### src/rtl/uart_pkg.sv
// Shared UART definitions: the frame format and the receiver state encoding.
// The transmitter uses the same frame constants.
package uart_pkg;

  localparam int DATA_BITS   = 8;
  localparam int PARITY_EVEN = 1;
  localparam int STOP_BITS   = 1;

  typedef enum logic [2:0] {
    IDLE      = 3'd0,
    START     = 3'd1,
    DATA      = 3'd2,
    PARITY    = 3'd3,
    STOP      = 3'd4,
    WAIT_IDLE = 3'd5
  } rx_state_t;

  function automatic logic maj3(input logic [2:0] h);
    return (h[0] & h[1]) | (h[1] & h[2]) | (h[0] & h[2]);
  endfunction

endpackage

### src/rtl/uart_rx_sync.sv
// Two-flop synchronizer for the serial line plus a 3-sample majority filter.
// Everything resets to 1 so an idle (high) line looks quiet from reset.
module uart_rx_sync
  import uart_pkg::*;
(
  input  logic CLK,
  input  logic RST,
  input  logic rx_ce,
  input  logic rxd,
  output logic rxd_s,
  output logic maj
);

  logic       meta;
  logic       sync;
  logic [2:0] hist;

  always_ff @(posedge CLK or posedge RST) begin
    if (RST) begin
      meta <= 1'b1;
      sync <= 1'b1;
    end else begin
      meta <= rxd;
      sync <= meta;
    end
  end

  // History only moves on oversample ticks so the filter spans three ticks.
  always_ff @(posedge CLK or posedge RST) begin
    if (RST)        hist <= 3'b111;
    else if (rx_ce) hist <= {hist[1:0], sync};
  end

  assign rxd_s = sync;
  assign maj   = maj3(hist);

endmodule

### src/rtl/uart_rx_fsm.sv
// UART receiver: 8 data bits LSB first, parity, 1 stop bit, oversampled by RX_CE.
// Received bytes are held under a RX_RDY/RX_ACK handshake.
//
// state     | meaning
// IDLE      | line idle, waiting for a low sample
// START     | confirming the start bit at its centre
// DATA      | sampling the 8 data bits
// PARITY    | sampling the parity bit
// STOP      | sampling the stop bit, frame completes at its centre
// WAIT_IDLE | stop bit was low; wait for the line to go high again
module uart_rx_fsm
  import uart_pkg::*;
#(
  parameter int OVS = 16
) (
  input  logic       CLK,
  input  logic       RST,
  input  logic       RX_CE,
  input  logic       RXD,
  input  logic       RX_ACK,
  output logic [7:0] RX_DATA,
  output logic       RX_RDY,
  output logic       PAR_ERR,
  output logic       FRM_ERR,
  output logic       OVR_ERR,
  output logic       RX_BUSY
);

  localparam int CW = $clog2(OVS);
  localparam logic [CW-1:0] CNT_MID  = CW'(OVS / 2 - 1);
  localparam logic [CW-1:0] CNT_END  = CW'(OVS - 1);
  localparam logic [2:0]    LAST_BIT = 3'(DATA_BITS - 1);
  localparam logic          PAR_ODD  = (PARITY_EVEN == 0);

  rx_state_t            state, state_nxt;
  logic                 rxd_s;
  logic                 maj;
  logic [CW-1:0]        smp_cnt;
  logic [2:0]           bit_cnt;
  logic [DATA_BITS-1:0] shreg;
  logic                 par_bit;
  logic                 at_mid;
  logic                 at_end;
  logic                 frame_done;

  uart_rx_sync u_sync (
    .CLK   (CLK),
    .RST   (RST),
    .rx_ce (RX_CE),
    .rxd   (RXD),
    .rxd_s (rxd_s),
    .maj   (maj)
  );

  always_ff @(posedge CLK or posedge RST) begin
    if (RST) state <= IDLE;
    else     state <= state_nxt;
  end

  always_comb begin
    state_nxt = state;
    if (RX_CE) begin
      case (state)
        IDLE:      if (!rxd_s) state_nxt = START;
        START:     if (at_mid) state_nxt = maj ? IDLE : DATA;
        DATA:      if (at_end && bit_cnt == LAST_BIT) state_nxt = PARITY;
        PARITY:    if (at_end) state_nxt = STOP;
        STOP:      if (at_end) state_nxt = maj ? IDLE : WAIT_IDLE;
        WAIT_IDLE: if (rxd_s) state_nxt = IDLE;
        default:   state_nxt = IDLE;
      endcase
    end
  end

  always_comb begin
    RX_BUSY    = (state != IDLE);
    at_mid     = (smp_cnt == CNT_MID);
    at_end     = (smp_cnt == CNT_END);
    frame_done = RX_CE && (state == STOP) && at_end;
  end

  always_ff @(posedge CLK or posedge RST) begin
    if (RST) begin
      smp_cnt <= '0;
      bit_cnt <= '0;
      shreg   <= '0;
      par_bit <= 1'b0;
    end else if (RX_CE) begin
      case (state)
        IDLE: smp_cnt <= '0;
        START: begin
          smp_cnt <= at_mid ? '0 : smp_cnt + 1'b1;
          if (at_mid) bit_cnt <= '0;
        end
        DATA: begin
          if (at_end) begin
            shreg   <= {maj, shreg[DATA_BITS-1:1]};
            bit_cnt <= bit_cnt + 1'b1;
            smp_cnt <= '0;
          end else begin
            smp_cnt <= smp_cnt + 1'b1;
          end
        end
        PARITY: begin
          if (at_end) par_bit <= maj;
          smp_cnt <= at_end ? '0 : smp_cnt + 1'b1;
        end
        STOP:    smp_cnt <= at_end ? '0 : smp_cnt + 1'b1;
        default: smp_cnt <= '0;
      endcase
    end
  end

  // Completion beats a same-cycle acknowledge: the new byte stays presented.
  always_ff @(posedge CLK or posedge RST) begin
    if (RST) begin
      RX_DATA <= 8'h00;
      RX_RDY  <= 1'b0;
      PAR_ERR <= 1'b0;
      FRM_ERR <= 1'b0;
      OVR_ERR <= 1'b0;
    end else if (frame_done) begin
      RX_DATA <= shreg;
      PAR_ERR <= (par_bit != (^shreg ^ PAR_ODD));
      FRM_ERR <= !maj;
      RX_RDY  <= 1'b1;
      if (RX_RDY && !RX_ACK)     OVR_ERR <= 1'b1;
      else if (RX_RDY && RX_ACK) OVR_ERR <= 1'b0;
    end else if (RX_ACK && RX_RDY) begin
      RX_RDY  <= 1'b0;
      OVR_ERR <= 1'b0;
    end
  end

endmodule
### config.mk
export PLATFORM = sky130hd
export DESIGN_NAME = uart_rx_fsm
export DESIGN_NICKNAME = d
export VERILOG_FILES = /design/src/rtl/uart_pkg.sv /design/src/rtl/uart_rx_sync.sv /design/src/rtl/uart_rx_fsm.sv
export SDC_FILE = /design/constraint.sdc
export NUM_CORES = 1
export LEC_CHECK = 0
export BUFFER_PORTS_ARGS = -buffer_cell sky130_fd_sc_hd__buf_2
export CORE_MARGIN = 8
export CORE_UTILIZATION = 50
export CTS_CLUSTER_DIAMETER = 60
export DETAILED_ROUTE_END_ITERATION = 10
export PLACE_DENSITY = 0.79
export SYNTH_ARGS = -nofsm -noshare
export SYNTH_HDL_FRONTEND = slang
export SYNTH_SLANG_ARGS = --single-unit
### constraint.sdc
create_clock -name CLK -period 5.33 [get_ports CLK]
set_input_delay 0.2665 -clock CLK [delete_from_list [all_inputs] [get_ports CLK]]
set_output_delay 0.2665 -clock CLK [all_outputs]
set_load 0.005 [all_outputs]
# [Word level (Yosys, flattened, before mapping)]
# Cells that the tools add are included.
[word_totals] latch_bits=0 romBits=0 mem_count=0 register_bits=36 inputBits=5 output_inout_bits=13 elab_cells=73 ramBits=0
[op_classes] addsub=2 div=0 n_lt_le_gt_ge=0 n_reduce_logical=17 eq_ne=16 shifts=0 mux=20 n_mul=0 bitwise=5
[ops] op="3-bit two-way mux" n=9
[ops] op="3-bit one-hot mux with 6 select lines" n=1
[ops] op="2-bit != test, second input constant" n=6
[ops] op="3-bit == test, second input constant" n=3
[ops] op="4-bit two-way mux" n=2
[ops] op="4-bit one-hot mux with 2 select lines" n=1
[ops] op="8-bit XOR reduction" n=1
[ops] op="7-bit AND reduction" n=1
[ops] op="3-bit by 2-bit == test with 1-bit output, second input constant" n=2
[ops] op="3-bit one-hot mux with 2 select lines" n=1
[ops] op="3-bit AND reduction" n=2
[ops] op="1-bit logical AND" n=5
[ops] op="1-bit two-way mux" n=5
[ops] op="4-bit by 1-bit adder with 4-bit output, second input constant" n=1
[ops] op="4-bit by 3-bit == test with 1-bit output, second input constant" n=1
[ops] op="4-bit == test, second input constant" n=1
[ops] op="4-bit AND reduction" n=1
[ops] op="2-bit nonzero test" n=2
[ops] op="3-bit by 1-bit adder with 3-bit output, second input constant" n=1
[ops] op="1-bit AND" n=3
[ops] op="3-bit by 1-bit == test with 1-bit output, second input constant" n=1
[ops] op="3-bit logical NOT" n=1
[ops] op="3-bit nonzero test" n=1
[ops] op="3-bit OR reduction" n=1
[ops] op="5 further kinds" n=7

# [Logic depth before layout (Yosys ltp)]
# Gate-level depths: netlist (run 1).
[logic_depth] depth_word=6 ltp_mapped=7

# [Modules after synthesis]
# A second synthesis (run 1) with hierarchy kept.
[hier_totals] hier_cells=147 area_unflattened_um2=1715.4
[by_module_without_submodules] module="uart_rx_fsm" area_each_um2=1535.2 cells_each=137 instances=1
[by_module_without_submodules] module="uart_rx_sync" area_each_um2=180.2 cells_each=10 instances=1

# [Least setup slack after synthesis (run 1)]
# OpenSTA, ideal clock, no wires.
[synth_path] path_kind="reg2reg" from="reg state[1]" to="reg shreg[3]" slack_ns=3.574 setup_ns=0.125 path_stages_with_launch=8 arrival_time_ns=1.631 required_ns=5.205 path_cell_list="dfrtp_1 > buf_6 > nand2b_1 > o21a_1 > nor3_4 > and2_1 > buf_4 > mux2_2"
[synth_via] elab_chain_len=2
[synth_rtl] element="from (decl)" line_no="uart_rx_fsm.sv:35" text="rx_state_t state, state_nxt;"
[synth_rtl] element="from (signal assigned)" line_no="uart_rx_fsm.sv:57" text="else state <= state_nxt;"
[synth_rtl] element="3-bit by 2-bit == test with 1-bit output" line_no="uart_rx_fsm.sv:89" text="case (state)"
[synth_rtl] element="3-bit AND reduction (no line)"
[synth_rtl] element="to (signal assigned)" line_no="uart_rx_fsm.sv:97" text="shreg <= {maj, shreg[DATA_BITS-1:1]};"
[synth_rtl] element="to (decl)" line_no="uart_rx_fsm.sv:40" text="logic [DATA_BITS-1:0] shreg;"
# Every way passes these cells.
# A chain may end at the register's enable or synchronous reset.

# [Worst setup path in the final report (run 1)]
# Same ends and word-level chain as after synthesis.

==> results of run 1 <==
metal layers:
layer | part of all wire (%) | wire, um
met3 | 5.5 | 161
met1 | 43 | 1250
met2 | 48 | 1410
met5 | 0 | 0
met4 | 2.8 | 82
synth_stat cells, drive strengths merged:
cell / instances
a211o: 1
a21o: 1
a21oi: 1
a221oi: 1
a22o: 1
a2bb2oi: 1
and2: 2
buf: 6
dfrtp: 31
dfstp: 5
ha: 3
inv: 11
maj3: 1
mux2: 22
mux2i: 2
nand2: 6
nand2b: 1
nand3: 7
nand3b: 1
nand4: 1
nor2: 4
nor2b: 2
nor3: 3
o211ai: 1
o21a: 2
o21ai: 9
o31a: 1
o31ai: 1
or3: 1
xnor2: 8
xor2: 1
kinds of logic after synthesis:
kind of cell	count (synthesis)
flops	36
xor+xnor	9
fa+ha+maj	4
compound gates	20
buf+inv	17
mux	24
simple gates	28
worst register-to-register path: stages (launching register included):
cell and delay [ps]:
dfrtp_1 520, nand2b_1 260, o21a_1 220, nor3_4 220, and2_1 440, mux2_2 380
registers in the layout (all words and copies together), names as in the netlist, named ones only:
name	count
PAR_ERR	1
par_bit	1
u_sync.rxd_s	1
RX_RDY	1
RX_DATA	8
shreg	8
state	3
smp_cnt	4
FRM_ERR	1
u_sync.meta	1
bit_cnt	3
u_sync.hist	3
metrics by stage:
stage / hold WS, ps / instance area [um2] / setup WS (ps) / power, uW / cells
floorplan: 271 / 1710 / 3570 / 610 / 138
global placement: 347 / 1810 / 3280 / 619 / 196
detailed placement: 357 / 1810 / 3210 / 640 / 196
CTS: 9.08 / 1910 / 3190 / 855 / 205
global route: 26.5 / 1910 / 3040 / 900 / 205
finish: 4.36 / 1910 / 3180 / 849 / 205
final cells by class:
class | count | area share [%]
multi-input combinational | 85 | 37.1
tap | 46 | 3.01
clock inverter | 1 | 1.57
timing repair buffer | 19 | 5.36
clock buffer | 7 | 3.40
sequential | 36 | 47.4
inverter | 11 | 2.16
report_power, final:
group / switching [uW] / internal [uW]
sequential: 68.1 / 325
clock: 89.2 / 125
combinational: 123 / 120
total: 280 / 569
worst paths after layout:
kind	start	endpoint
worst max-delay path	state[1]	shreg[3]
min in group CLK	RX_ACK	flip-flop
worst max register to register	state[1]	shreg[3]
worst min register to register	u_sync.meta	u_sync.rxd_s
worst min-delay path	RST	shreg[0]
max in group asynchronous	RST	u_sync.hist[0]
==> summary.txt, run 1 <==
GRT
  – Met3 Track Usage GR: under 10%
  – GRT busiest layer: met2
  – Antenna violations before repair: 0
  – First-pass GRT wire length: 4870 um
  – Grt met1 use: 12.9%
  – Gr ovfl total: 0
  – Largest net degree at the start of global routing: 37
  – Vias in the first global route: 1090
  – GRT Total Usage: between 10% and 20%
  – Met2 GRT Util: between 15 and 20%

Clock tree
  – Htree depth: 2
  – CTS root buf: clkbuf_4
  – # resized after CTS: 0
  – Clock sink total: 36
  – Deepest clock path buffer count: 2
  – Worst-path clk slew: 110 ps
  – # Post-CTS Setup Buffers: 0
  – Worst-Skew Late Latency: 340 ps
  – Cts hold-fix bufs: 1
  – Num CTS Buffers: 5
  – TritonCTS clock tree: built

Route
  – DRC errors left: 0
  – Drt pass-1 iters: 4
  – Post-DR wirelength/cell: ~14 um
  – Post-DRT Antenna Nets: 0
  – Via density: 5.14
  – Drt total wl: 2910 um
  – Drt initial violations: 93
  – Total number of vias: roughly 1100

Yosys
  – Post-Synth Adder-Cell Area: 2.78%
  – XOR/XNOR Fraction of Synth Area: 4.61%
  – Yosys cell types: 38
  – Post-synthesis net count: 146
  – Synth Area in Compound Gates: 8.71%
  – Cells after Synth: 138
  – Mux share of post-synthesis cell area: 15.9%
  – Dominant cells by area after synthesis: dfrtp_1, mux2_2, dfstp_2
  – Leading area contributor after synthesis: dfrtp_1
  – Syn avg cell area: 12.4 um2
  – Post-synthesis simple-gate area fraction: under 10%
  – Main combinational cell family by area after synthesis: multiplexers
  – Area fraction of the dominant cell type after synthesis: a little under half
  – Yosys warns: 0
  – #FFs+latches synth: 36
  – Post-Syn Area: roughly 1700 um2
  – Post-synthesis sequential area ratio: 53.1%

Critical path
  – Crit Path Max Fanout: 10
  – Crit end category: flip-flop
  – Worst Path Arrival: 2380 ps
  – R2r setup slk: 3180 ps
  – Cells on worst reg2reg path: 5
  – CP cell instances: nand2b_1 -> o21a_1 -> nor3_4 -> and2_1 -> mux2_2
  – Crit start category: flip-flop
  – Top Family by Delay on Critical Path: simple AND/OR/NAND/NOR gates
  – Slowest stage delay, CP: about 520 ps
  – Slowest cell on crit path: dfrtp_1
  – Worst EP required: 5560 ps
  – CP bufs+invs: 0
  – Critical path class: flip-flop to flip-flop
  – Critical path depth: 5

Die
  – Die H: 74.5 um
  – DIE AREA: 5550 um2
  – Initial core utilization: 51.6%
  – Core Rows: 21
  – Core area: around 3300 um2
  – Die span in x: roughly 74 um
  – Io pins: 18

STA
  – Fmax: roughly 470 MHz
  – Total negative slack: 0 ps
  – Fraction of the cycle the final worst path needs: 40.3%
  – Minimum clock period: 2150 ps
  – Worst-margin pin slew: 644 ps
  – Relative max-transition margin: 56.9%
  – RSZ-0062 raised after global routing: false
  – Hold Fails Final Rpt: 0
  – Worst Skew: 8.59 ps
  – Final Setup Violations: 0
  – Max-slew violations: 0

Hold path
  – Hold Path Class: input port to async pin

Finish
  – Nets: 166
  – Ant diodes: 0
  – Commonest non-fill, non-tap cells in the layout: dfrtp_1, buf_2, mux2_2
  – Area of the multi-input gates: 709 um2
  – Commonest non-fill, non-tap cell in the layout: dfrtp_1
  – Share of layout cells above drive strength 1: 30.8%
  – Fin util: 57.8%
  – FF/Latch Area: 907 um2
  – P&R area growth vs syn: 11.9%
  – Number of fill cells: 295

Run
  – Max-Cap Viols: 0

Outcome
  – Status: complete, no violations

Place
  – Routability cong.: 0.790
  – Buffers on Ports: 17
  – HPWL reported at the end of detailed placement: 2110 um

Pwr
  – P per Cell Area: 444 nW/um2
  – Maximum vdd drop: about 0.21 mV
  – Pleak: 0.000943 uW
Note: power is estimated with default switching activity, not from simulation.
==> inputs of run 2 (changes only) <==
==> constraint.sdc (replaced) <==
create_clock -name CLK -period 2.3 [get_ports CLK]
set_input_delay 0.115 -clock CLK [delete_from_list [all_inputs] [get_ports CLK]]
set_output_delay 0.115 -clock CLK [all_outputs]
set_load 0.005 [all_outputs]
==> summary.txt, run 2 (same netlist as run 1, synthesis figures left out) <==
Finish
  – Commonest non-fill, non-tap cell in the layout: dfrtp_1
  – Design area: 1930 um2 (+0.85%)
  – Nets: 170 (+2.4%)
  – P&R area growth vs syn: 12.9%
  – Share of layout cells above drive strength 1: 30.7% (-0.14 points)
  – Largest regs: RX_DATA x8, shreg x8, smp_cnt x4
  – Commonest non-fill, non-tap cells in the layout: dfrtp_1, buf_2, mux2_2
  – Ant diodes: 0 (unchanged)

Critical path
  – R2r setup slk: 230 ps (-2950 ps)
  – CP startpoint: state[1]
  – Cells on worst reg2reg path: 5 (unchanged)
  – Crit Path Max Fanout: 10 (unchanged)
  – Crit end category: flip-flop
  – RR Startpoint: state[1]
  – Critical path class: flip-flop to flip-flop
  – Worst EP required: 2530 ps (-3030 ps)
  – Crit start category: flip-flop
  – Worst Path Arrival: 2310 ps (-70 ps)

Pwr
  – Sequential power share: 47.9% (+1.6 points)
  – Total power: 1920 uW (+130%)
  – Maximum vdd drop: 0.470 mV (+130%)
  – Switching part of the total: 34.1% (+1.2 points)
  – Internal power: 1260 uW (+120%)
  – Net switching power: 654 uW (+130%)
  – Clk pwr share: 22.6% (-2.6 points)
  – Combinational power share: 29.6% (+1.1 points)
  – Pleak: 0.000951 uW (+0.85%)
  – P per Cell Area: 993 nW/um2 (+120%)

STA
  – Worst-margin pin slew: 838 ps (+194 ps)
  – Minimum clock period: 2070 ps (-75.5 ps)
  – Worst Skew: 7.12 ps (-1.47 ps)
  – Relative max-transition margin: 44.1% (-13 points)
  – RSZ-0062 raised after global routing: false
  – Max-slew violations: 0 (unchanged)
  – Hold Fails Final Rpt: 0 (unchanged)
  – Fraction of the cycle the final worst path needs: 90.1% (+50 points)
  – Total negative slack: 0 ps (unchanged)
  – Fmax: 483 MHz (+3.6%)
  – Final Setup Violations: 0 (unchanged)

Die
  – Core Rows: 21 (unchanged)
  – Die span in x: 74.5 um (unchanged)
  – Initial core utilization: 51.6% (unchanged)
  – Die H: 74.5 um (unchanged)
  – Io pins: 18 (unchanged)
  – Core area: 3310 um2 (unchanged)
  – DIE AREA: 5550 um2 (unchanged)

Clock tree
  – # Post-CTS Setup Buffers: 0 (unchanged)
  – Worst-path clk slew: 100 ps (about the same)
  – Worst-Skew Late Latency: 340 ps (about the same)
  – Num CTS Buffers: 5 (unchanged)
  – TritonCTS clock tree: built
  – CTS root buf: clkbuf_4
  – Deepest clock path buffer count: 2 (unchanged)
  – Clock sink total: 36 (unchanged)
  – Htree depth: 2 (unchanged)

Route
  – Total number of vias: 1056 (+0.28%)
  – Post-DRT Antenna Nets: 0 (unchanged)
  – Drt initial violations: 56 (-40%)
  – Via density: 5.05 (-1.6%)
  – Post-DR wirelength/cell: 13.8 um (-2.4%)
  – Drt total wl: 2890 um (-0.52%)
  – Drt pass-1 iters: 4 (unchanged)
  – DRC errors left: 0 (unchanged)

Hold path
  – Hold Path Depth: 2
  – Hold Path Class: input port to flip-flop
  – Hold Startpoint: RX_CE

GRT
  – Antenna violations before repair: 0 (unchanged)
  – GRT Total Usage: 11.8% (-0.046 points)
  – Gr ovfl total: 0 (unchanged)
  – Vias in the first global route: 1054 (-3.3%)
  – Largest net degree at the start of global routing: 24 (-35%)
  – First-pass GRT wire length: 4870 um (unchanged)

Place
  – Buffers on Ports: 17 (unchanged)
  – HPWL reported at the end of detailed placement: 2140 um (+1.4%)
  – Routability cong.: 0.937 (+19%)
  – Dpl cell area: 1820 um2 (+0.83%)

Run
  – Max-Cap Viols: 0 (unchanged)

Outcome
  – Status: complete, no violations
[run 2: critical path, stage by stage (launching register included)]
cell,delay (ps)
dfrtp_1,510
nand2b_1,250
o21a_1,220
nor3_4,200
and2_1,410
mux2_2,380
[run 2: repair_timing]
action,in CTS,in global routing
resized for setup,0,0
hold endpoints to repair,19,0
hold buffers,3,0
[run 2: metrics by stage]
| step | hold slack [ps] | instances | worst slack [ps] | util (%) |
|---|---|---|---|---|
| 2_1_floorplan | 119 | 138 | 544 | - |
| 3_3_place_gp | 222 | 198 | 360 | 55.1 |
| 3_5_place_dp | 223 | 198 | 257 | 55.1 |
| 4_1_cts | 127 | 209 | 246 | 58.3 |
| 5_1_grt | 143 | 209 | 102 | 58.3 |
| 6_report | 136 | 209 | 228 | 58.3 |
[run 2: final cells by class]
type                    instances  area, um2
clock buffers                   6       41.3
clock inverters                 2       35.0
inverters                      11       41.3
repair buffers                 23        138
flip-flops and latches         36        907
fillers                       290       1380
multi-input cells              85        709
well taps                      46       57.6
[run 2: worst paths after layout]
path,endpoint
setup / recovery,shreg[4]
hold / removal,smp_cnt[1]
setup reg to reg,shreg[4]
hold reg to reg,u_sync.rxd_s
max in group asynchronous,par_bit
min in group asynchronous,RX_DATA[5]
[run 2: metal layers]
metal	share of wire, %	up-vias	GRT usage (%)
li1	-	519	-
met1	44	509	13.5
met2	48	21	18.6
met3	4.8	7	4.18
met4	2.8	0	6.96
met5	0	-	0
[run 2: power by group through the flow]
stage,Sequential (uW),Clock (uW),Combinational [uW]
6_report,917,432,567
5_1_grt,940,475,637
4_1_cts,915,439,570
3_5_place_dp,927,0,561
3_3_place_gp,909,0,536
2_1_floorplan,841,0,572
